### config.mk
export PLATFORM = sky130hd
export DESIGN_NAME = pc_controller
export DESIGN_NICKNAME = d
export VERILOG_FILES = /design/src/rtl/pc_ctrl_pkg.sv /design/src/rtl/pc_target_gen.sv /design/src/rtl/pc_controller.sv
export SDC_FILE = /design/constraint.sdc
export NUM_CORES = 1
export LEC_CHECK = 0
export BUFFER_PORTS_ARGS = -buffer_cell sky130_fd_sc_hd__clkbuf_2
export CAP_MARGIN = 30
export CORE_MARGIN = 2
export CORE_UTILIZATION = 58
export DETAILED_ROUTE_END_ITERATION = 10
export GPL_TIMING_DRIVEN = 1
export PLACE_DENSITY_LB_ADDON = 0.1
export SKIP_CTS_REPAIR_TIMING = 1
export SLEW_MARGIN = 20
export SYNTH_ARGS = -nofsm -noshare
export SYNTH_HDL_FRONTEND = slang
export SYNTH_HIERARCHICAL = 1
export SYNTH_SLANG_ARGS = --single-unit
### constraint.sdc
create_clock -name clk -period 4.4 [get_ports clk]
set_input_delay 0.22 -clock clk [delete_from_list [all_inputs] [get_ports clk]]
set_output_delay 0.22 -clock clk [all_outputs]
set_load 0.02 [all_outputs]
### src/rtl/pc_ctrl_pkg.sv
// Shared definitions for the program-counter sequencer.
//   state_e         : sequencer states (BOOT, RUN, REDIR)
//   PC_STEP         : fetch address increment
//   DEF_RESET_PC    : default first fetch address
//   DEF_TRAP_VECTOR : default misaligned-target handler (PC_MISALIGN_TRAP_EN builds)
//   CNT_W           : width of the branch statistics counters
//   JALR_MASK       : clears bit 0 of a JALR target
//   ALIGN_MASK      : forces a target onto a word boundary
package pc_ctrl_pkg;

  typedef enum logic [1:0] {
    BOOT  = 2'd0,
    RUN   = 2'd1,
    REDIR = 2'd2
  } state_e;

  localparam logic [31:0] PC_STEP         = 32'd4;
  localparam logic [31:0] DEF_RESET_PC    = 32'h0000_0000;
  localparam logic [31:0] DEF_TRAP_VECTOR = 32'h0000_0100;
  localparam int unsigned CNT_W           = 16;
  localparam logic [31:0] JALR_MASK       = 32'hFFFF_FFFE;
  localparam logic [31:0] ALIGN_MASK      = 32'hFFFF_FFFC;

endpackage

### src/rtl/pc_target_gen.sv
// Combinational control-transfer target computation.
//   is_jalr    in  : select (rs1_val+imm)&~1 instead of pc_ex+imm
//   pc_ex      in  : PC of the resolving instruction
//   imm        in  : sign-extended offset
//   rs1_val    in  : JALR base register
//   target     out : transfer target (word-aligned unless PC_MISALIGN_TRAP_EN)
//   misaligned out : target[1] set (only with PC_MISALIGN_TRAP_EN)
// Macro PC_MISALIGN_TRAP_EN: expose the raw target plus misaligned flag.
module pc_target_gen
  import pc_ctrl_pkg::*;
(
  input  logic        is_jalr,
  input  logic [31:0] pc_ex,
  input  logic [31:0] imm,
  input  logic [31:0] rs1_val,
  output logic [31:0] target
`ifdef PC_MISALIGN_TRAP_EN
  ,
  output logic        misaligned
`endif
);

  logic [31:0] sum;
  logic [31:0] raw;

  always_comb begin
    sum = (is_jalr ? rs1_val : pc_ex) + imm;
    raw = is_jalr ? (sum & JALR_MASK) : sum;
`ifdef PC_MISALIGN_TRAP_EN
    target     = raw;
    misaligned = raw[1];
`else
    target     = raw & ALIGN_MASK;
`endif
  end

endmodule

### src/rtl/pc_controller.sv
// Program-counter sequencer: owns the PC, drives the fetch request with a
// valid/ready handshake, redirects on taken branches with a one-cycle flush,
// and keeps saturating branch statistics.
//   clk, rst_n        : clock, asynchronous active-low reset
//   stall             : hazard hold, suppresses fetch and PC advance
//   branch_valid/taken, is_jalr, pc_ex, imm, rs1_val : EX-stage resolution
//   if_req/if_ready   : fetch handshake, pc_if the fetch address
//   flush             : kill IF/ID and ID/EX
//   branch_cnt/taken_cnt : saturating statistics
//   misalign_trap, trap_epc : misaligned-target trap (PC_MISALIGN_TRAP_EN only)
// Macro PC_MISALIGN_TRAP_EN enables the misaligned-target trap.
module pc_controller
  import pc_ctrl_pkg::*;
#(
  parameter logic [31:0] RESET_PC = DEF_RESET_PC
`ifdef PC_MISALIGN_TRAP_EN
  ,
  parameter logic [31:0] TRAP_VECTOR = DEF_TRAP_VECTOR
`endif
) (
  input  logic             clk,
  input  logic             rst_n,
  input  logic             stall,
  input  logic             branch_valid,
  input  logic             branch_taken,
  input  logic             is_jalr,
  input  logic [31:0]      pc_ex,
  input  logic [31:0]      imm,
  input  logic [31:0]      rs1_val,
  output logic             if_req,
  input  logic             if_ready,
  output logic [31:0]      pc_if,
  output logic             flush,
  output logic [CNT_W-1:0] branch_cnt,
  output logic [CNT_W-1:0] taken_cnt
`ifdef PC_MISALIGN_TRAP_EN
  ,
  output logic             misalign_trap,
  output logic [31:0]      trap_epc
`endif
);

  state_e           state_q, state_d;
  logic [31:0]      pc_q, pc_d;
  logic             flush_q, flush_d;
  logic [CNT_W-1:0] bcnt_q, bcnt_d;
  logic [CNT_W-1:0] tcnt_q, tcnt_d;
  logic             redirect;
  logic [31:0]      target;
`ifdef PC_MISALIGN_TRAP_EN
  logic             misaligned;
  logic             trap_q, trap_d;
  logic [31:0]      epc_q, epc_d;
`endif

  pc_target_gen u_target_gen (
    .is_jalr    (is_jalr),
    .pc_ex      (pc_ex),
    .imm        (imm),
    .rs1_val    (rs1_val),
    .target     (target)
`ifdef PC_MISALIGN_TRAP_EN
    ,
    .misaligned (misaligned)
`endif
  );

  always_comb begin
    state_d  = state_q;
    pc_d     = pc_q;
    flush_d  = 1'b0;
    bcnt_d   = bcnt_q;
    tcnt_d   = tcnt_q;
    if_req   = 1'b0;
    redirect = 1'b0;
`ifdef PC_MISALIGN_TRAP_EN
    trap_d   = 1'b0;
    epc_d    = epc_q;
`endif
    unique case (state_q)
      BOOT: state_d = RUN;
      RUN, REDIR: begin
        // Stall only gates the request; a redirect still wins over it.
        if_req   = (state_q == RUN) && !stall;
        redirect = branch_valid && branch_taken;
        if (branch_valid && (bcnt_q != '1)) bcnt_d = bcnt_q + CNT_W'(1);
        if (redirect && (tcnt_q != '1))     tcnt_d = tcnt_q + CNT_W'(1);
        if (redirect) begin
          state_d = REDIR;
          flush_d = 1'b1;
`ifdef PC_MISALIGN_TRAP_EN
          if (misaligned) begin
            pc_d   = TRAP_VECTOR;
            epc_d  = target;
            trap_d = 1'b1;
          end else begin
            pc_d   = target;
          end
`else
          pc_d    = target;
`endif
        end else begin
          state_d = RUN;
          if (if_req && if_ready) pc_d = pc_q + PC_STEP;
        end
      end
      default: state_d = BOOT;
    endcase
  end

  always_ff @(posedge clk or negedge rst_n) begin
    if (!rst_n) begin
      state_q <= BOOT;
      pc_q    <= RESET_PC;
      flush_q <= 1'b0;
      bcnt_q  <= '0;
      tcnt_q  <= '0;
`ifdef PC_MISALIGN_TRAP_EN
      trap_q  <= 1'b0;
      epc_q   <= '0;
`endif
    end else begin
      state_q <= state_d;
      pc_q    <= pc_d;
      flush_q <= flush_d;
      bcnt_q  <= bcnt_d;
      tcnt_q  <= tcnt_d;
`ifdef PC_MISALIGN_TRAP_EN
      trap_q  <= trap_d;
      epc_q   <= epc_d;
`endif
    end
  end

  assign pc_if      = pc_q;
  assign flush      = flush_q;
  assign branch_cnt = bcnt_q;
  assign taken_cnt  = tcnt_q;
`ifdef PC_MISALIGN_TRAP_EN
  assign misalign_trap = trap_q;
  assign trap_epc      = epc_q;
`endif

endmodule

* Word level (Yosys, flattened, before mapping) *
Index checks and enable logic that the tools add are counted.

word-level totals
  input bits = 103
  register bits = 67
  output and inout port bits = 66

cells by class
  equal/unequal tests = 4
  add/sub/neg operators = 4
  mux-type cells = 8
  reductions and logical operators = 12

operator list
  operator                 number
  $mux W32                 3
  $add A16 B1 Y16 const B  2
  $add A32 B3 Y32 const B  1
  $add A32 B32 Y32         1
  $ne A16 B16 Y1 const B   2
  $reduce_and A2 Y1        3
  $logic_and A1 B1 Y1      5
  $pmux W2 S2              1
  $mux W1                  3
  $eq A2 B1 Y1 const B     1
  $eq A2 B2 Y1 const B     1
  $logic_not A2 Y1         1
  $mux W2                  1
  $reduce_bool A2 Y1       1
  $reduce_or A2 Y1         1
  $logic_not A1 Y1         1

* Longest topological paths before layout *
Gate-level depths: netlist of run 1.

  word-level depth = 5
  mapped depth = 15
  gate-level depth less buffers = 12

* Cells and area by module *
Netlist of run 1, hierarchy kept.

by module, submodules not included
  module         seq. area each (um^2)  area an instance (um^2)  times used  cells an instance
  pc_controller  1676.6                 3883.7                   1           410
  pc_target_gen  0.0                    2031.9                   1           276

* Worst setup path before layout of run 1 *
Ideal clock, no wire load.

  path kind = in2reg
  from = input is_jalr
  to = register pc_q[22] (netlist: pc_if[22])
  stages on the path = 14
  path slack = 0.949 ns
  arrival time = 3.304 ns
  buffers on the path = 2
  path through = buf_6 > clkbuf_1 > mux2_2 > ha_1 > a21o_1 > a221o_1 > a211oi_4 > nor2_1 > nor2_1 > o21ai_0 > xor2_1 > or3_1 > o21ai_0 > a311oi_1

between the ends
  cells in the longest elaborated chain, start to end = 3

ends and longest elaborated chain
  item                  line                  RTL
  start, declared       pc_controller.sv:26   input logic is_jalr,
  $mux W32              pc_target_gen.sv:27   sum = (is_jalr ? rs1_val : pc_ex) + imm;
  $add A32 B32 Y32      pc_target_gen.sv:27
  via target[22]        pc_controller.sv:49   logic [31:0] target;
  $mux W32              pc_controller.sv:88   if (redirect) begin
  end signal, assigned  pc_controller.sv:124  pc_q <= pc_d;
  end, declared         pc_controller.sv:44   logic [31:0] pc_q, pc_d;

The timed path passes the listed nets, and every way through them passes these cells.
A chain may end at the register's enable or synchronous reset.

* Worst setup path in the final report of run 1 *
  from = input is_jalr
  to = register pc_q[23] (netlist: pc_if[23])

Same word-level chain as after synthesis.

==> results.md, run 1 <==
- Outcome: finished clean
- Share of layout cells above drive strength 1: 29.7%
- Final period util: 73.8%
- Post-DR wirelength/cell: 15.9 um
- Slew Viols, Final: 0
- CP dominant cell by count: o21ai_0
- Final std cells w/o fill: 970
- CORE AREA: 9820 um^2
- Area grow syn2layout: 17.4%
- Main combinational cell family by area after synthesis: simple AND/OR/NAND/NOR gates
- Synth cell count leaders: nand2_1 (68), dfrtp_1 (67), a21oi_1 (61), nor2_1 (55), nand3_1 (45)
- Final Core Density: 70.7%
- CTS tree: done
- DP Worst Slack: 844 ps
- Ys flop type: dfrtp_1
- Crit path max fanout: 25
- Placed instance count: 955
- Seq/Total Area, Yosys: 28.3%
- Type of the most critical hold path: in -> async
- Fraction of the mapped netlist area in simple logic gates: 24.3%
- Clk slew on worst S/H paths: 70 ps
- Clk Latency, worst-skew pair: 350 ps
- Cell with the most instances after synthesis: nand2_1
- Worst reg2reg startpoint: state_q[0]
- PortBufs: 168
- Gr ovfl total: 0
- P per Cell Area: 451 nW/um^2
- Async SR Flop Fraction: 100%
- Clk sink count: 67
- Required time of the worst setup path: 4640 ps
- RSZ-0062 raised after global routing: false
- Post-Syn Area: 5920 um^2
- Crit-path leading delay family: compound AO/OA/AOI/OAI gates
- Adder-Cell Fraction of Synth Area: 7.61%
- Hold Vio Cnt, Final: 0
- Placer congestion estimate: 0.927
- Minimum clock period: 3250 ps
- Wire length of the first global-routing pass: 25900 um
- Clock buffer depth: 2
- Global Route Usage Sum: 28.3%
- Starting density of the core: 60.2%
- Setup TNS: 0 ps
- Final setup margin: 1150 ps
- Synth Area in Compound Gates: 20.9%
- Antenna violations before repair: 0
- Worst-margin pin slew: 906 ps
- Maximum vdd drop: 0.000244 V
- Synth area leaders: dfrtp_1 (28%), ha_1 (7.6%), mux2_2 (6.3%), a21oi_1 (5.2%), nand2_1 (4.3%)
- Row cnt: 36
- Initial drt markers: 439
- Setup crit start kind: primary input
- DP HPWL: 11900 um
- Pre-Repair DR Iteration Count: 5
- Worst Setup End Kind: flip-flop
- Drt total wl: 15400 um
- Relative slew slack: 39.6%
- NumNets Final: 974
- Synth unique cells: 83
- Fmax: 308 MHz
- Max-cap viol count: 0
- Largest net degree at the start of global routing: 68
- Final setup viols: 0
- Vias/cell: 6.09
- EDFF count, synth: 0
- DR DRC count: 0
- Vias in the first global route: 5607
- CP Buf/Inv Count: 2
- Static Leak: 3.22 nW
- Root Buffer: clkbuf_8
- CP max-delay cell: a211oi_1
- Seq cells post-synth: 67
- Final ANT Viol Nets: 0
- Mux cell area share after synthesis: 7.28%
- Die area: 11000 um^2
- Clock buffer count from CTS: 9
- Syn_area_per_cell: 8.62 um^2
- Mapped Cells: 686
- FF-to-FF setup slack: 1850 ps
- H-tree levels: 3
- Yosys top cell by area: dfrtp_1
- Crit. Startpoint: is_jalr
- CP Cell Sequence: clkbuf_2 -> buf_4 -> mux2_2 -> ha_1 -> a21oi_1 -> o21ai_0 -> o21bai_1 -> o21ai_0 -> a211oi_1 -> o21ai_0 -> xor2_1 -> o22a_1 -> o22a_1
- Post-Synth XOR/XNOR Area: 7.40%
- Ant diodes: 0
- Vias post-DR: 5910
- Ys Warns: 6
- Fin Clk Skew: 7.77 ps
- IO Pins: 169
- Die height: 105 um
- Post-synth top area share: 28.3%
- Die X: 105 um
- Crit-path max cell delay: 450 ps
- CP Class: in -> reg
- Worst endpoint data arrival time: 3490 ps
per-stage QoR:
stage	hold slack (ps)	area, um^2	power (mW)
global placement	459	6750	2.62
detailed placement	462	6750	2.67
finish	52.8	6940	3.13
CTS	83.9	6900	3.10
global route	126	6940	3.35
floorplan	-75.6	5920	2.19
layout make-up:
| cell class | count | area [um^2] |
|---|---|---|
| Timing Repair Buffer | 172 | 903 |
| Fill cell | 851 | 2880 |
| Sequential cell | 67 | 1680 |
| Clock buffer | 13 | 149 |
| Tap cell | 133 | 166 |
| Inverter | 10 | 42.5 |
| Multi-Input combinational cell | 575 | 4010 |
flip-flops by register name, indices dropped and copies added (netlist names):
signal and cells:
branch_cnt 16, flush 1, pc_if 32, state_q 2
taken_cnt 16
metal layers:
metal,track usage (%),vias to the layer above,wire (um)
li1,-,2847,-
met1,38.1,2766,6660
met2,45.0,261,7270
met3,4.68,36,1030
met4,11.7,0,419
met5,0,-,0
cell families after synthesis:
family,after synthesis
xor+xnor,50
other cells,1
flops,67
buf+inv,45
fa+ha+maj,36
simple gates,265
compound gates,184
mux,38
path summary, 6_finish.rpt:
check                                      to  cells past startpoint
worst max-delay path                pc_if[23]                     13
worst min-delay path            branch_cnt[5]                      2
worst max register to register      pc_if[29]                      8
worst min register to register       pc_if[0]                      2
max in group asynchronous           pc_if[31]                      2
min in group clk                branch_cnt[2]                      4
cell usage in the layout, fill, tap and decap left out, types with 6 or more instances in the layout:
| cell type | synthesis | layout |
|---|---|---|
| nor2_1 | 55 | 55 |
| inv_1 | 9 | 9 |
| o22ai_1 | 7 | 7 |
| dfrtp_1 | 67 | 67 |
| a21oi_1 | 61 | 61 |
| xor2_1 | 23 | 23 |
| clkbuf_8 | 1 | 10 |
| nor3_1 | 13 | 13 |
| a211oi_1 | 7 | 7 |
| mux2_2 | 33 | 33 |
| and3_1 | 16 | 16 |
| ha_1 | 36 | 36 |
| a31oi_1 | 9 | 9 |
| nand4_1 | 25 | 25 |
| xnor2_1 | 27 | 27 |
| nand2_1 | 68 | 67 |
| nand3_1 | 45 | 45 |
| a21o_1 | 11 | 11 |
| o22a_1 | 6 | 6 |
| clkbuf_2 | 0 | 167 |
| o21ai_0 | 33 | 33 |
worst reg2reg max path, stage by stage, from the launching register on:
cell and delay, ps:
dfrtp_1 380, inv_1 60, ha_1 670, nand2_8 200
inv_6 180, a31o_2 460, and3_1 240, a211oi_1 80
nor3_1 190
where the power goes:
group	switching, mW	internal, mW
Clock	0.217	0.211
Combinational	0.983	0.607
Sequential	0.306	0.811
No activity file was read; power rests on OpenSTA's default activity.
==> run 2: changes to the inputs <==
--- a/config.mk
+++ b/config.mk
@@ -5,10 +5,11 @@
 export SDC_FILE = /design/constraint.sdc
 export NUM_CORES = 1
 export LEC_CHECK = 0
+export ABC_AREA = 1
 export BUFFER_PORTS_ARGS = -buffer_cell sky130_fd_sc_hd__clkbuf_2
 export CAP_MARGIN = 30
 export CORE_MARGIN = 2
-export CORE_UTILIZATION = 58
+export CORE_UTILIZATION = 50
 export DETAILED_ROUTE_END_ITERATION = 10
 export GPL_TIMING_DRIVEN = 1
 export PLACE_DENSITY_LB_ADDON = 0.1
==> constraint.sdc (replaced) <==
create_clock -name clk -period 2.97 [get_ports clk]
set_input_delay 0.1485 -clock clk [delete_from_list [all_inputs] [get_ports clk]]
set_output_delay 0.1485 -clock clk [all_outputs]
set_load 0.02 [all_outputs]
==> run 2 against run 1 <==
  * Clock power rose to 2.5 times the previous value
  * Global-route usage fell by 1.8 points
  * Sequential power rose by 52%
  * Hold slack improved by 110 ps
  * Worst setup slack got worse by 360 ps
  * Design area rose by 18%
  * Combinational power rose by 66%
  * First-iteration DRC count rose by 9.8%
  * Synthesized cell count rose by 67%
  * Non-clock buffer count rose by 4
  * Critical path type is now reg -> reg
  * Highest routed layer unchanged
==> results.md, run 2 <==
- Clk sink count: 67 (unchanged)
- PortBufs: 168 (unchanged)
- CORE AREA: 13300 um^2 (+36%)
- Ant diodes: 0 (unchanged)
- Placed instance count: 1469 (+54%)
- DP HPWL: 15200 um (+28%)
- Worst endpoint data arrival time: 2390 ps (-1100 ps)
- Fillers: 1378 (+62%)
- Clock buffer depth: 2 (unchanged)
- Die area: 14800 um^2 (+34%)
- Seq cells post-synth: 67 (unchanged)
- Hold Vio Cnt, Final: 0 (unchanged)
- Cell with the most instances after synthesis: nand2_1
- Worst-margin pin slew: 688 ps (-218 ps)
- Maximum vdd drop: 0.000425 V (+74%)
- Synth area leaders: nand2_1 (24%), dfrtp_1 (24%), nor2_1 (8.4%), ha_1 (6.5%), inv_1 (5.1%)
- Type of the most critical hold path: in -> reg
- Fin Clk Skew: 5.92 ps (-1.85 ps)
- CTS tree: done
- Fmax: 460 MHz
- Final std cells w/o fill: 1487 (+53%)
- Post-DR wirelength/cell: 12.6 um (-21%)
- Ys flop type: dfrtp_1
- Global Route Usage Sum: 26.5% (-1.8 points)
- Yosys top cell by area: nand2_1
- Antenna violations before repair: 0 (unchanged)
- DR DRC count: 0 (unchanged)
- Vias/cell: 5.05 (-17%)
- Worst Setup End Kind: flip-flop
- Clk Latency, worst-skew pair: 320 ps (-30 ps)
- Max FFs per register: 32 (unchanged)
- Max-cap viol count: 0 (unchanged)
- IO Pins: 169 (unchanged)
- Die X: 121 um (+16%)
- Post-synth top area share: 24.5% (-3.9 points)
- Gr ovfl total: 0 (unchanged)
- Starting density of the core: 51.7% (-8.6 points)
- P per Cell Area: 663 nW/um^2 (+47%)
- RSZ-0062 raised after global routing: false
- Most common cell after layout, fill and taps aside: nand2_1
- Post-Syn Area: 6900 um^2 (+17%)
- CP Class: reg -> reg
- Post-route cell area: 8200 um^2 (+18%)
- Async SR Flop Fraction: 100% (unchanged)
- Placer congestion estimate: 0.896 (-3.4%)
- Share of layout cells above drive strength 1: 19.5% (-10 points)
- EDFF count, synth: 0 (unchanged)
- Synth cell count leaders: nand2_1 (450), nor2_1 (154), inv_1 (94), nand3_1 (68), dfrtp_1 (67)
- Placed inst area: 7860 um^2 (+17%)
- Clock buffer count from CTS: 9 (unchanged)
- Mapped Cells: 1144 (+67%)
- Seq/Total Area, Yosys: 24.3% (-4.0 points)
- Final ANT Viol Nets: 0 (unchanged)
- Crit path max fanout: 40 (+60%)
- Area grow syn2layout: 18.8%
- Met1 Wirelength: 8980 um (+35%)
- Vias post-DR: 7512 (+27%)
- Final period util: 73.1%
- H-tree levels: 3 (unchanged)
- Vias in the first global route: 6884 (+23%)
- Initial drt markers: 482 (+9.8%)
- Final setup viols: 0 (unchanged)
- Outcome: finished clean
- Relative slew slack: 54.0% (+14 points)
- Most frequent cells in the layout: nand2_1 (449), clkbuf_2 (167), nor2_1 (154)
- Die height: 121 um (+16%)
- Largest net degree at the start of global routing: 56 (-18%)
- Highest routed layer: met4
- Syn_area_per_cell: 6.03 um^2 (-30%)
- Static Leak: 4.44 nW (+38%)
- Pre-Repair DR Iteration Count: 5 (unchanged)
- Required time of the worst setup path: 3180 ps (-1460 ps)
- Row cnt: 42 (+17%)
- Setup crit start kind: flip-flop
- Clk slew on worst S/H paths: 50 ps (-20 ps)
- Root Buffer: clkbuf_16
- NumNets Final: 1445 (+48%)
- Minimum clock period: 2170 ps
- Slew Viols, Final: 0 (unchanged)
- Routed length on met2: 8440 um (+16%)
- Wire length of the first global-routing pass: 31800 um (+23%)
- Ys Warns: 6 (unchanged)
- Setup TNS: 0 ps (unchanged)
- Drt total wl: 18700 um (+22%)
- Synth unique cells: 41 (-51%)
- Met3 wire len: 1170 um (+14%)
[run 2: cell count changes after synthesis, moves of 11 or more]
cell / change
nand2_1: +382
nor2_1: +99
inv_1: +85
mux2_2: -33
nand2_2: +23
nand3_1: +23
and3_1: -16
xnor2_1: -16
a21oi_1: -15
nand4_1: -11
o21ai_1: +11
[run 2: cell type report]
type,instances,area (um^2),area share (%)
Clock inverter,1,30.0,0.366
Timing Repair Buffer,176,916,11.2
Inverter,101,384,4.68
Clock buffer,15,278,3.39
Sequential cell,67,1680,20.4
Tap cell,176,220,2.69
Multi-Input combinational cell,951,4690,57.3
[run 2: logic make-up after synthesis]
group / Yosys count / synth area share (%)
compound gates: 118 / 9.58
xor+xnor: 40 / 5.08
fa+ha+maj: 36 / 6.53
buf+inv: 127 / 7.74
flops: 67 / 24.3
other cells: 1 / 0.0544
simple gates: 755 / 46.7
[run 2: report_power, final]
group | internal, mW | switching [mW]
Clock | 0.720 | 0.375
Sequential | 1.23 | 0.469
Combinational | 0.917 | 1.72
[run 2: critical path, stage by stage, from the launching register on]
cell and delay [ps]:
dfrtp_1 370, inv_1 50, ha_1 390, inv_2 70, nor2_4 240, inv_2 90, nand2_1 120, inv_2 270
a21oi_1 250, nand2_1 80, o21ai_0 80, inv_1 50
[run 2: worst paths after layout]
kind                                    from              to  slack, ps  depth (start not counted)
max in group asynchronous              rst_n       pc_if[24]       2050                          4
min in group asynchronous              rst_n  branch_cnt[11]        210                          2
worst min-delay path            branch_taken           flush        160                          3
worst min register to register      pc_if[0]        pc_if[0]        480                          2
worst max register to register    state_q[0]       pc_if[12]        800                         11
worst max-delay path              state_q[0]       pc_if[12]        800                         11
[run 2: metal layers]
metal | global-route usage [%] | vias to the layer above
met3 | 4.37 | 12
met4 | 3.16 | 0
met1 | 37.3 | 3343
li1 | - | 3953
met5 | 0 | -
met2 | 43.9 | 204
[run 2: stage by stage]
step | hold WS (ps) | power, mW | setup slack [ps] | util, %
2_1_floorplan | -147 | 3.52 | 795 | -
3_3_place_gp | 313 | 4.31 | 516 | 58.9
3_5_place_dp | 311 | 4.35 | 521 | 58.9
4_1_cts | -35.2 | 5.46 | 776 | 61.2
5_1_grt | 160 | 5.91 | 533 | 61.4
6_report | 159 | 5.44 | 798 | 61.4
